$ cat config.mk
export PLATFORM = sky130hd
export DESIGN_NAME = mem_access
export DESIGN_NICKNAME = d
export VERILOG_FILES = /design/src/rtl/mem_access.sv
export SDC_FILE = /design/constraint.sdc
export NUM_CORES = 1
export LEC_CHECK = 0
export BUFFER_PORTS_ARGS = -buffer_cell sky130_fd_sc_hd__buf_4
export CAP_MARGIN = 5
export CORE_UTILIZATION = 53
export DETAILED_ROUTE_END_ITERATION = 12
export PLACE_DENSITY = 0.84
export SYNTH_ARGS = -nofsm -noshare
export SYNTH_HDL_FRONTEND = slang
export SYNTH_SLANG_ARGS = --single-unit
$ cat constraint.sdc
create_clock -name clk -period 2.85 [get_ports clk]
set_input_delay 0.285 -clock clk [delete_from_list [all_inputs] [get_ports clk]]
set_output_delay 0.285 -clock clk [all_outputs]
set_load 0.01 [all_outputs]
$ cat src/rtl/mem_access.sv
// mem_access: data-memory access stage between execute and writeback.
// Runs one load or store on the dmem bus and stalls the core until it completes.
//
// Ports:
//   clk, rst             clock, asynchronous active-low reset
//   MemRd, MemWr, MemOp  access request from decode/execute (funct3 size/sign)
//   Result, busB         effective address and store data
//   stall, done, err     core handshake (stall comb, done/err registered)
//   ld_data              extended load data, valid while done=1
//   dmem_*               registered request side, dmem_gnt/rvalid/rdata/err in
//
// Parameter TIMEOUT_CYC (1..255): max cycles spent in REQ+RESP before abort.
// Macro MISALIGN_TRAP_EN: misaligned H/W accesses fail with err and no bus cycle;
// when undefined, the low address bits are forced aligned and never raise err.
module mem_access #(
    parameter int unsigned TIMEOUT_CYC = 255
) (
    input  logic        clk,
    input  logic        rst,
    input  logic        MemRd,
    input  logic        MemWr,
    input  logic [2:0]  MemOp,
    input  logic [31:0] Result,
    input  logic [31:0] busB,
    output logic        stall,
    output logic        done,
    output logic [31:0] ld_data,
    output logic        err,
    output logic        dmem_req,
    output logic        dmem_we,
    output logic [31:0] dmem_addr,
    output logic [31:0] dmem_wdata,
    output logic [3:0]  dmem_wstrb,
    input  logic        dmem_gnt,
    input  logic        dmem_rvalid,
    input  logic [31:0] dmem_rdata,
    input  logic        dmem_err
);

    typedef enum logic [1:0] {
        S_IDLE,
        S_REQ,
        S_RESP,
        S_DONE
    } state_t;

    localparam logic [7:0] LP_TO = 8'(TIMEOUT_CYC);

    state_t      r_state;
    logic [7:0]  r_cnt;
    logic [2:0]  r_op;
    logic [1:0]  r_a;
    logic        r_done;
    logic        r_err;
    logic [31:0] r_ld_data;
    logic        r_req;
    logic        r_we;
    logic [31:0] r_addr;
    logic [31:0] r_wdata;
    logic [3:0]  r_wstrb;

    logic        w_access;
    logic        w_op_bad;
    logic        w_trap;
    logic        w_to_hit;
    logic [31:0] w_wdata;
    logic [3:0]  w_wstrb;
    logic [31:0] w_ld_ext;

    assign w_access = MemRd | MemWr;

    // Loads accept B/H/W/BU/HU; stores have no unsigned forms.
    assign w_op_bad = (MemRd & MemWr)
                    | (MemOp[1:0] == 2'b11)
                    | (MemOp[2] & (MemOp[1] | MemWr));

`ifdef MISALIGN_TRAP_EN
    logic w_misalign;
    assign w_misalign = ((MemOp[1:0] == 2'b01) & Result[0])
                      | ((MemOp[1:0] == 2'b10) & (Result[1:0] != 2'b00));
    assign w_trap = w_op_bad | w_misalign;
`else
    assign w_trap = w_op_bad;
`endif

    // Strobes derive only from the lane bits that matter for the size,
    // which is what forces misaligned H/W accesses back into alignment.
    always_comb begin
        w_wdata = 32'h0;
        w_wstrb = 4'h0;
        if (MemWr) begin
            case (MemOp[1:0])
                2'b00: begin
                    w_wdata = {4{busB[7:0]}};
                    w_wstrb = 4'b0001 << Result[1:0];
                end
                2'b01: begin
                    w_wdata = {2{busB[15:0]}};
                    w_wstrb = 4'b0011 << {Result[1], 1'b0};
                end
                default: begin
                    w_wdata = busB;
                    w_wstrb = 4'b1111;
                end
            endcase
        end
    end

    function automatic logic [31:0] f_extract(
        input logic [31:0] d,
        input logic [2:0]  op,
        input logic [1:0]  a
    );
        logic [7:0]  b;
        logic [15:0] h;
        case (a)
            2'd0:    b = d[7:0];
            2'd1:    b = d[15:8];
            2'd2:    b = d[23:16];
            default: b = d[31:24];
        endcase
        h = a[1] ? d[31:16] : d[15:0];
        case (op)
            3'b000:  f_extract = {{24{b[7]}}, b};
            3'b001:  f_extract = {{16{h[15]}}, h};
            3'b100:  f_extract = {24'h0, b};
            3'b101:  f_extract = {16'h0, h};
            default: f_extract = d;
        endcase
    endfunction

    assign w_ld_ext = f_extract(dmem_rdata, r_op, r_a);
    assign w_to_hit = (r_cnt + 8'd1) == LP_TO;

    always_ff @(posedge clk or negedge rst) begin
        if (!rst) begin
            r_state   <= S_IDLE;
            r_cnt     <= 8'h0;
            r_op      <= 3'h0;
            r_a       <= 2'h0;
            r_done    <= 1'b0;
            r_err     <= 1'b0;
            r_ld_data <= 32'h0;
            r_req     <= 1'b0;
            r_we      <= 1'b0;
            r_addr    <= 32'h0;
            r_wdata   <= 32'h0;
            r_wstrb   <= 4'h0;
        end else begin
            unique case (r_state)
                S_IDLE: begin
                    if (w_access) begin
                        r_cnt <= 8'h0;
                        if (w_trap) begin
                            r_state <= S_DONE;
                            r_done  <= 1'b1;
                            r_err   <= 1'b1;
                        end else begin
                            r_state <= S_REQ;
                            r_req   <= 1'b1;
                            r_we    <= MemWr;
                            r_addr  <= {Result[31:2], 2'b00};
                            r_wdata <= w_wdata;
                            r_wstrb <= w_wstrb;
                            r_op    <= MemOp;
                            r_a     <= Result[1:0];
                        end
                    end
                end
                S_REQ: begin
                    // Timeout wins over a late grant so the count never wraps.
                    if (w_to_hit) begin
                        r_req   <= 1'b0;
                        r_state <= S_DONE;
                        r_done  <= 1'b1;
                        r_err   <= 1'b1;
                    end else begin
                        r_cnt <= r_cnt + 8'd1;
                        if (dmem_gnt) begin
                            r_req   <= 1'b0;
                            r_state <= S_RESP;
                        end
                    end
                end
                S_RESP: begin
                    if (dmem_rvalid) begin
                        r_state   <= S_DONE;
                        r_done    <= 1'b1;
                        r_err     <= dmem_err;
                        r_ld_data <= r_we ? 32'h0 : w_ld_ext;
                    end else if (w_to_hit) begin
                        r_state <= S_DONE;
                        r_done  <= 1'b1;
                        r_err   <= 1'b1;
                    end else begin
                        r_cnt <= r_cnt + 8'd1;
                    end
                end
                S_DONE: begin
                    // Inputs here belong to the finished instruction; drop them.
                    r_state   <= S_IDLE;
                    r_done    <= 1'b0;
                    r_err     <= 1'b0;
                    r_ld_data <= 32'h0;
                end
                default: r_state <= S_IDLE;
            endcase
        end
    end

    assign stall      = ((r_state == S_IDLE) & w_access)
                      | (r_state == S_REQ)
                      | (r_state == S_RESP);
    assign done       = r_done;
    assign err        = r_err;
    assign ld_data    = r_ld_data;
    assign dmem_req   = r_req;
    assign dmem_we    = r_we;
    assign dmem_addr  = r_addr;
    assign dmem_wdata = r_wdata;
    assign dmem_wstrb = r_wstrb;

endmodule
==> metrics, run 1 <==
clock buffer count from CTS 17; biggest cell delay along the critical path 0.50 ns; worst-path cell chain inv_1 -> ha_1 -> o21ai_0 -> nand2_1 -> buf_4; crit path DAT 1.99 ns; H-tree levels 4; Post-synth ARST share 100.0%; Worst-Skew Late Latency 0.51 ns; Synth-to-Final Area Change 46.95%; R2R Path Start r_state[0]$_DFFE_PN0P_; largest net degree at the start of global routing 57; status finished, final reports clean; via count 5271; chip height 103.9 um; Die W 103.9 um; DRC viols 0; Avg Inst Size Synth between 10 and 15 um^2; Area contributors post-synth dfrtp_1 (53%), mux2_2 (8.4%), o21ai_0 (6.8%); CTS sink count 117; Post-Syn Instances between 500 and 600; Max-cap violations 0; Clk network pwr share 25.7%; pwr dens 1097 nW/um^2; pre-CTS worst setup slack 0.7909 ns; RSZ-0062 raised after global routing false; PostCTS Resize Cnt 0; slowest stage cell, crit path ha_1; Flop pwr share around 33%; Worst-path clk slew 0.06 ns; first-pass GRT wire length 27810 um; Nets ~900; DIE AREA ~11000 um^2; placed cells 856; vias in the first global route 5267; Sw Ratio between 30 and 40%; P_int 5.630 mW; Synth Flop Type dfrtp_1; DRT Pass-1 Iters 4; classification of the worst setup path flip-flop to output port; YS warnings 0; Root Buffer clkbuf_8; post-placement cell area 7228 um^2; sequential area share after synthesis 53.21%; total gr overflow 0; combinational power share roughly two fifths; Fillers 585; Worst-Margin Slew 0.9641 ns; HPWL Detailed 10830 um; wire length per cell 19.55 um; reg-to-reg endpoint r_cnt[3]$_DFFE_PN0P_; Setup Viol. Count Final 0; static leakage 4.003 nW; Max Freq roughly 440 MHz; ant diodes 0; CP Launch Type flip-flop; WP data required 2.57 ns; layout cells sized above 1 38.82%; gpl congestion approximately 0.8; Buffers on Ports between 200 and 250; setup TNS 0 ns; Hold WC Path Type input pin to flip-flop; Synth top area share 53.21%; top-level I/O count 211; Iter 0 DRT Violations 372; Worst Setup EP stall; initial antenna violation count 0; PnR worst setup slack 0.5751 ns; design area 8087 um^2; initial core utilization 55.53%; Slew headroom a little over a third; placeable core area 9910 um^2; CP Max Fanout 14; clock skew between 0.009 and 0.01 ns; Hold Buf Count CTS 21; CP endpoint kind output port; crit path launch r_state[0]$_DFFE_PN0P_; Synth area leader dfrtp_1; setup bufs post-CTS 0; Worst VDD drop 626.6 uV; final max-slew violation count 0; Tcrit/Tclk final approximately 80%; clk buf depth 2; Synth Cell Area roughly 5500 um^2; all-layer global routing usage 33.20%; fin crit period between 2 and 2.5 ns; hold slack around 0.020 ns; wirelength, routed between 15000 and 20000 um; Worst Reg-to-Reg Cells 7; final std cells w/o fill 911; most frequent cells in the layout buf_4 (219), dfrtp_1 (117), nand2_1 (78); flops & latches, synth about 120; Post-Route Utilization 81.60%; CTS tree done; Cell Rows 36; R2R Setup Slk 0.71 ns; Tot Pwr 8.872 mW; Post-synth EDFFs 0; most common cell after layout, fill and taps aside buf_4; post-synth cell types 47; Final ANT Viol Nets 0; Vias/cell 5.786; Hold Vio Cnt, Final 0; Switch Pwr 3.243 mW
[power by group through the flow]
stage          Clock [mW]  Sequential [mW]  Combinational, mW
2_1_floorplan           0             3.13               1.53
5_1_grt              2.38             3.01               3.93
4_1_cts              2.27             2.89               3.60
3_3_place_gp            0             2.84               3.40
3_5_place_dp            0             2.89               3.51
6_report             2.28             2.93               3.66
[critical path, delay by kind of cell, from the launching register on]
kind / cells / cell delay [ns]
AO/OA/AOI/OAI: 1 / 0.18
flip-flops: 1 / 0.42
AND/OR/NAND/NOR: 1 / 0.12
buffers and inverters: 2 / 0.26
adder cells (fa/ha/maj): 1 / 0.50
[logic make-up after synthesis]
family | after synthesis | share of synthesized area (%)
other | 1 | 0.06815
adder cells (fa/ha/maj) | 6 | 1.364
flip-flops | 117 | 53.21
multiplexers | 74 | 14.62
XOR/XNOR | 4 | 0.6368
AO/OA/AOI/OAI | 144 | 15.55
buffers and inverters | 47 | 3.570
AND/OR/NAND/NOR | 141 | 10.98
[cells in the mapped netlist, drive strengths merged (4+ instances only)]
library cell and n:
nor3 4, mux2 41, a21oi 23, a22o 15, ha 6, dfrtp 117
nor2 36, clkbuf 19, a21boi 7, and2 4, mux2i 32, inv 14
nand2 78, buf 14, o21ai 80
[sequential cells by signal, indices dropped and copies added, names as in the netlist]
signal / cells
done: 1
ld_data: 32
dmem_addr: 30
dmem_we: 1
r_op: 3
r_cnt: 8
dmem_wstrb: 4
dmem_wdata: 32
err: 1
dmem_req: 1
r_state: 2
r_a: 2
[worst min-delay path by stage]
| stage | startpoint | endpoint | cells past startpoint |
|---|---|---|---|
| after floorplan | rst | dmem_addr[10]$_DFFE_PN0P_ | 0 |
| after global placement | rst | dmem_addr[16]$_DFFE_PN0P_ | 1 |
| after detailed placement | rst | dmem_addr[16]$_DFFE_PN0P_ | 1 |
| after CTS | Result[17] | dmem_addr[17]$_DFFE_PN0P_ | 2 |
| after global routing | Result[6] | dmem_addr[6]$_DFFE_PN0P_ | 2 |
| final | Result[26] | dmem_addr[26]$_DFFE_PN0P_ | 2 |
[layout make-up]
| type | count | area (um^2) | share of cell area [%] |
|---|---|---|---|
| Multi-Input combinational cell | 371 | 2397 | 29.65 |
| Clock inverter | 14 | 200.2 | 2.476 |
| Inverter | 14 | 52.55 | 0.6499 |
| Clock buffer | 18 | 427.9 | 5.292 |
| Tap cell | 133 | 166.4 | 2.058 |
| Sequential cell | 117 | 2928 | 36.21 |
| Timing Repair Buffer | 244 | 1914 | 23.67 |
[routing by layer]
layer | GRT usage [%] | wire length [um] | share of wire (%)
met2 | 57.48 | 9012 | 51
met4 | 15.10 | 815 | 4.6
met5 | 0 | 0 | 0
met3 | 7.080 | 1412 | 7.9
met1 | 39.66 | 6567 | 37
(Power assumes the default switching activity.)
==> run 2, diff against run 1 <==
--- a/config.mk
+++ b/config.mk
@@ -7,9 +7,9 @@
 export LEC_CHECK = 0
 export BUFFER_PORTS_ARGS = -buffer_cell sky130_fd_sc_hd__buf_4
 export CAP_MARGIN = 5
-export CORE_UTILIZATION = 53
+export CORE_UTILIZATION = 49
 export DETAILED_ROUTE_END_ITERATION = 12
-export PLACE_DENSITY = 0.84
+export PLACE_DENSITY = 0.78
 export SYNTH_ARGS = -nofsm -noshare
 export SYNTH_HDL_FRONTEND = slang
 export SYNTH_SLANG_ARGS = --single-unit
==> constraint.sdc (replaced) <==
create_clock -name clk -period 2.3 [get_ports clk]
set_input_delay 0.23 -clock clk [delete_from_list [all_inputs] [get_ports clk]]
set_output_delay 0.23 -clock clk [all_outputs]
set_load 0.01 [all_outputs]
==> run 2 against run 1 <==
  * Critical path depth grew 1
  * Global-route usage shrank 3.4 points
  * Clock skew shrank 0.0028 ns
  * Sequential cell count is the same
  * Count of clock-buffer cells in the layout grew 5
  * Sequential power grew 23%
  * Critical path type unchanged
  * Critical endpoint unchanged
  * Largest cell class unchanged
  * Highest routed layer unchanged
==> metrics, run 2 (same netlist as run 1, synthesis figures left out) <==
Synth-to-Final Area Change 54.77%; RSZ-0062 raised after global routing false; Max-cap violations 0 (unchanged); ant diodes 0 (unchanged); Vias/cell 5.457 (-5.7%); wire length per cell 17.39 um (-11%); classification of the worst setup path flip-flop to output port; status finished, final reports clean; crit path DAT 1.90 ns (-0.09 ns); chip height 108.0 um (+3.9%); Max Freq between 400 and 500 MHz; initial antenna violation count 0 (unchanged); total gr overflow 0 (unchanged); clock skew 0.007041 ns (-0.002761 ns); pwr dens 1262 nW/um^2 (+15%); largest net degree at the start of global routing 60 (+5.3%); DRT Pass-1 Iters 5 (+1); Hold WC Path Type input pin to flip-flop; Worst VDD drop 724.7 uV (+16%); DIE AREA 11660 um^2 (+8.0%); setup TNS 0 ns (unchanged); CP Max Fanout 11 (-3); final max-slew violation count 0 (unchanged); CP Launch Type flip-flop; Tcrit/Tclk final 92.71%; via count 5261 (-0.19%); top-level I/O count 211 (unchanged); Hold Buf Count CTS 63 (+200%); Final ANT Viol Nets 0 (unchanged); HPWL Detailed 11210 um (+3.6%); Die W 108.0 um (+3.9%); Cell Rows 38 (+5.6%); Slew headroom 56.71% (+21 points); CP endpoint kind output port; vias in the first global route 5375 (+2.1%); setup bufs post-CTS 0 (unchanged); Root Buffer clkbuf_8; Nets 923 (+5.2%); CTS tree done; placeable core area 10890 um^2 (+9.9%); fin crit period between 2 and 2.5 ns; Hold Vio Cnt, Final 0 (unchanged); layout cells sized above 1 37.01% (-1.8 points); design area 8517 um^2 (+5.3%); Tot Pwr 10.75 mW (+21%); PostCTS Resize Cnt 0 (unchanged); most frequent cells in the layout buf_4 (224), dfrtp_1 (117), nand2_1 (78); Worst-path clk slew 0.06 ns (about the same); DRC viols 0 (unchanged); most common cell after layout, fill and taps aside buf_4; Setup Viol. Count Final 0 (unchanged); WP data required 2.07 ns (-0.50 ns); clk buf depth 2 (unchanged); clock buffer count from CTS 17 (unchanged); first-pass GRT wire length 26350 um (-5.2%); Buffers on Ports 208 (unchanged); initial core utilization 50.54% (-5.0 points); Iter 0 DRT Violations 315 (-15%); CTS sink count 117 (unchanged); Worst-Skew Late Latency 0.52 ns (about the same); all-layer global routing usage 29.85% (-3.4 points); static leakage 4.194 nW (+4.8%); gpl congestion 0.9038 (+9.9%); wirelength, routed 16770 um (-5.8%); Worst-Margin Slew 0.6469 ns (-0.3172 ns); post-placement cell area 7295 um^2 (+0.92%); H-tree levels 4 (unchanged)
==> run 2: cell types whose count changed in the layout (fill, tap and decap cells not counted), sizes merged <==
cell / before / now
buf: 221 / 227
bufinv: 4 / 3
clkbuf: 18 / 23
clkinv: 5 / 4
clkinvlp: 3 / 2
dlygate4sd3: 23 / 63
inv: 16 / 14
==> run 2: report_power, final <==
part | internal (mW) | switching [mW]
combinational | 2.28 | 2.25
sequential | 2.97 | 0.626
clock | 1.73 | 0.903
==> run 2: layer usage <==
layer  vias up  track usage [%]  routed length (um)
met1      2567            35.93                6743
met2       236            49.95                8317
met3        35            9.042                1305
li1       2423                -                   -
met4         0            11.94                 400
met5         -                0                   0
==> run 2: worst paths after layout <==
check	slack [ns]	start	end	cells past startpoint
max	0.17	r_state[0]$_DFFE_PN0P_	stall	6
min	0.01	busB[22]	dmem_wdata[22]$_DFFE_PN0P_	3
max reg2reg	0.18	r_state[0]$_DFFE_PN0P_	r_cnt[1]$_DFFE_PN0P_	7
min reg2reg	0.48	ld_data[7]$_DFFE_PN0P_	ld_data[7]$_DFFE_PN0P_	2
max in group asynchronous	1.36	rst	ld_data[14]$_DFFE_PN0P_	3
min in group asynchronous	0.17	rst	ld_data[20]$_DFFE_PN0P_	2
==> run 2: critical path: stages (launching register included) <==
cell	delay, ns
dfrtp_1	0.42
inv_1	0.13
ha_1	0.29
buf_4	0.22
o21ai_0	0.12
nand2_1	0.10
buf_4	0.12
==> run 2: metrics by stage <==
step                util (%)  worst slack (ns)  cells  hold slack (ns)
finish                 78.22            0.1676    964          0.01235
global route           78.22           0.08118    964          0.01785
CTS                    78.22            0.1561    964        0.0007401
detailed placement     67.00            0.2553    869           0.1704
global placement       67.00            0.3206    869           0.1702
floorplan                  -            0.3455    535         -0.06559
==> run 2: cell type report <==
cell class	instances	area [um^2]
clock buffers	23	466.7
clock inverters	9	125.1
inverters	14	52.55
fillers	693	2371
multi-input cells	371	2397
well taps	140	175.2
repair buffers	290	2372
flip-flops and latches	117	2928
==> run 3, diff against run 2 <==
--- a/config.mk
+++ b/config.mk
@@ -5,11 +5,12 @@
 export SDC_FILE = /design/constraint.sdc
 export NUM_CORES = 1
 export LEC_CHECK = 0
+export ABC_AREA = 1
 export BUFFER_PORTS_ARGS = -buffer_cell sky130_fd_sc_hd__buf_4
 export CAP_MARGIN = 5
-export CORE_UTILIZATION = 49
+export CORE_UTILIZATION = 50
 export DETAILED_ROUTE_END_ITERATION = 12
-export PLACE_DENSITY = 0.78
+export PLACE_DENSITY = 0.79
 export SYNTH_ARGS = -nofsm -noshare
 export SYNTH_HDL_FRONTEND = slang
 export SYNTH_SLANG_ARGS = --single-unit
==> run 3 against run 2 <==
  * Combinational power shrank 3%
  * Hold slack better by 0.0095 ns
  * Register-to-register slack better by 0.04 ns
  * Routed wire length shrank 3.9%
  * Die area up 0.71%
  * First-iteration DRC count grew 15%
  * Area after synthesis increased by 2.8%
  * Critical path depth is the same
  * Synthesized cell count increased by 28%
  * Setup slack gained 0.056 ns
  * Critical endpoint is now ld_data[6]$_DFFE_PN0P_
==> metrics, run 3 <==
placeable core area 10940 um^2 (+0.44%); Setup Viol. Count Final 0 (unchanged); top-level I/O count 211 (unchanged); largest delay contributor family on the critical path buffers and inverters; Worst-Margin Slew 0.9566 ns (+0.3097 ns); Root Buffer clkbuf_16; pwr dens 1307 nW/um^2 (+3.5%); H-tree levels 4 (unchanged); via count 5567 (+5.8%); Post-synth ARST share 100.0% (unchanged); R2R Setup Slk 0.22 ns (+0.04 ns); Avg Inst Size Synth 8.256 um^2 (-20%); clock skew 0.007361 ns (+0.0003195 ns); P_int 6.345 mW (-9.0%); ant diodes 0 (unchanged); Worst-Skew Late Latency 0.41 ns (-0.11 ns); Cell Rows 38 (unchanged); post-placement cell area 7325 um^2 (+0.41%); design area 7889 um^2 (-7.4%); wire length per cell 15.48 um (-11%); largest net degree at the start of global routing 69 (+15%); CP endpoint kind flip-flop; fin crit period 2.076 ns (-0.05608 ns); largest family of logic cells by synthesized area simple AND/OR/NAND/NOR gates; CTS sink count 117 (unchanged); initial core utilization 51.72% (+1.2 points); flops & latches, synth 117 (unchanged); Die W 108.4 um (+0.35%); gpl congestion 0.8477 (-6.2%); Nets 1003 (+8.7%); RSZ-0062 raised after global routing false; Max-cap violations 0 (unchanged); synthesized-area fraction occupied by and/or/nand/nor cells 23.61% (+13 points); Top cell by count, worst path inv_1; status finished, final reports clean; worst-path cell chain inv_1 -> ha_1 -> nand2_1 -> o21ai_1 -> inv_1 -> a22o_1; clock buffer count from CTS 17 (unchanged); Slew headroom 36.16% (-21 points); hold slack 0.02187 ns (+0.009522 ns); vias in the first global route 5452 (+1.4%); critical path buffer and inverter count 2 (-1); first-pass GRT wire length 25520 um (-3.2%); Worst VDD drop 657.2 uV (-9.3%); Area contributors post-synth dfrtp_1 (52%), nand2_1 (16%), o21ai_0 (7.3%); Worst-path clk slew 0.05 ns (about the same); Flop pwr share 33.9% (+0.4 points); classification of the worst setup path flip-flop to flip-flop; all-layer global routing usage 28.44% (-1.4 points); static leakage 4.178 nW (-0.39%); mux cell area share after synthesis 0% (-15 points); DRC viols 0 (unchanged); sequential area share after synthesis 51.77% (-1.4 points); Switch Pwr 3.965 mW (+5.0%); layout cells sized above 1 31.41% (-5.6 points); crit path DAT 2.41 ns (+0.51 ns); Hold WC Path Type input pin to flip-flop; HPWL Detailed 11750 um (+4.8%); Post-synth EDFFs 0 (unchanged); Synth Area in Adders 1.327% (-0.037 points); CTS tree done; Sw Ratio 38.46% (+3.3 points); Final ANT Viol Nets 0 (unchanged); slowest stage cell, crit path inv_1; Tcrit/Tclk final 90.27% (-2.4 points); wirelength, routed 16120 um (-3.9%); Iter 0 DRT Violations 362 (+15%); synth cell count leaders nand2_1 (243), dfrtp_1 (117), o21ai_0 (82); Buffers on Ports 208 (unchanged); YS warnings 0 (unchanged); DRT Pass-1 Iters 4 (-1); chip height 108.4 um (+0.35%); setup TNS 0 ns (unchanged); XOR/XNOR share of the synthesized area 0.1549% (-0.48 points); WP data required 2.64 ns (+0.57 ns); Synth top area share 51.77% (-1.4 points); most common cell after layout, fill and taps aside nand2_1; Vias/cell 5.348 (-2.0%); final max-slew violation count 0 (unchanged); total gr overflow 0 (unchanged); Hold Vio Cnt, Final 0 (unchanged); Max Freq 481.6 MHz (+2.7%); Synth-to-Final Area Change 39.49%; Post-Syn Instances 685 (+28%); CP Launch Type flip-flop; biggest cell delay along the critical path 0.71 ns (+0.29 ns); CP Max Fanout 32 (+21); most numerous cell in the Yosys netlist nand2_1; Synth Cell Area 5655 um^2 (+2.8%); combinational power share 42.5% (+0.4 points); setup bufs post-CTS 0 (unchanged); initial antenna violation count 0 (unchanged); most frequent cells in the layout nand2_1 (243), buf_4 (219), dfrtp_1 (117); Clk network pwr share 23.6% (-0.9 points); Synth area leader dfrtp_1; Synth Flop Type dfrtp_1; DIE AREA 11740 um^2 (+0.71%); Synth Area in Compound Gates 16.68% (+1.1 points); clk buf depth 2 (unchanged); post-synth cell types 39 (-17%)
==> run 3: kinds of logic after synthesis <==
logic type                 Yosys count
AOI/OAI and AO/OA                  155
xor gates and xnor gates             1
adders and majority gates            6
buffers and inverters               85
DFF                                117
other                                1
and+or+nand+nor                    320
==> run 3: stage by stage <==
step	setup WS [ns]	utilization (%)	cells	total power, mW
after global routing	0.04280	72.14	1041	11.01
after floorplan	0.6074	-	686	5.865
after detailed placement	0.1335	66.98	1011	7.859
after CTS	0.09512	72.03	1041	10.33
final	0.2237	72.14	1041	10.31
after global placement	0.2871	66.98	1011	7.666
==> run 3: repair_timing <==
action                                  CTS  global route
endpoints found under the setup margin    0            31
resized for setup                         0             4
hold buffers                              1             0
endpoints found under the hold margin    41             0
==> run 3: layout make-up <==
class	instances	area [um^2]
Timing Repair Buffer	221	1674
Tap cell	140	175.2
Clock inverter	5	50.05
Inverter	50	190.2
Fill cell	829	3047
Multi-Input combinational cell	484	2380
Sequential cell	117	2928
Clock buffer	24	491.7
==> run 3: layer usage <==
metal / vias to the layer above / wire length (um) / global-route usage [%] / part of all wire (%)
li1: 2654 / - / - / -
met1: 2639 / 6449 / 34.91 / 40
met2: 242 / 8019 / 46.27 / 50
met3: 32 / 1348 / 9.584 / 8.4
met4: 0 / 299 / 11.10 / 1.9
met5: - / 0 / 0 / 0
==> run 3: final timing paths <==
path,startpoint,endpoint,depth (start not counted)
worst max-delay path,r_state[0]$_DFFE_PN0P_,ld_data[6]$_DFFE_PN0P_,6
worst min-delay path,Result[7],dmem_addr[7]$_DFFE_PN0P_,3
worst max register to register,r_state[0]$_DFFE_PN0P_,ld_data[6]$_DFFE_PN0P_,6
worst min register to register,dmem_addr[7]$_DFFE_PN0P_,dmem_addr[7]$_DFFE_PN0P_,2
max in group asynchronous,rst,dmem_wdata[8]$_DFFE_PN0P_,3
min in group asynchronous,rst,r_cnt[3]$_DFFE_PN0P_,2
==> run 3: tightest hold or removal path, delay by kind of cell <==
family	cells	cell delay [ns]
AND/OR/NAND/NOR	2	0.09
buffers and inverters	1	0.08
==> run 3: power by group through the flow <==
stage | combinational [mW] | sequential (mW) | clock [mW]
after global routing | 4.86 | 3.59 | 2.56
after floorplan | 2.14 | 3.73 | 0
after CTS | 4.39 | 3.49 | 2.45
after detailed placement | 4.36 | 3.50 | 0
after global placement | 4.20 | 3.47 | 0
final | 4.38 | 3.50 | 2.43
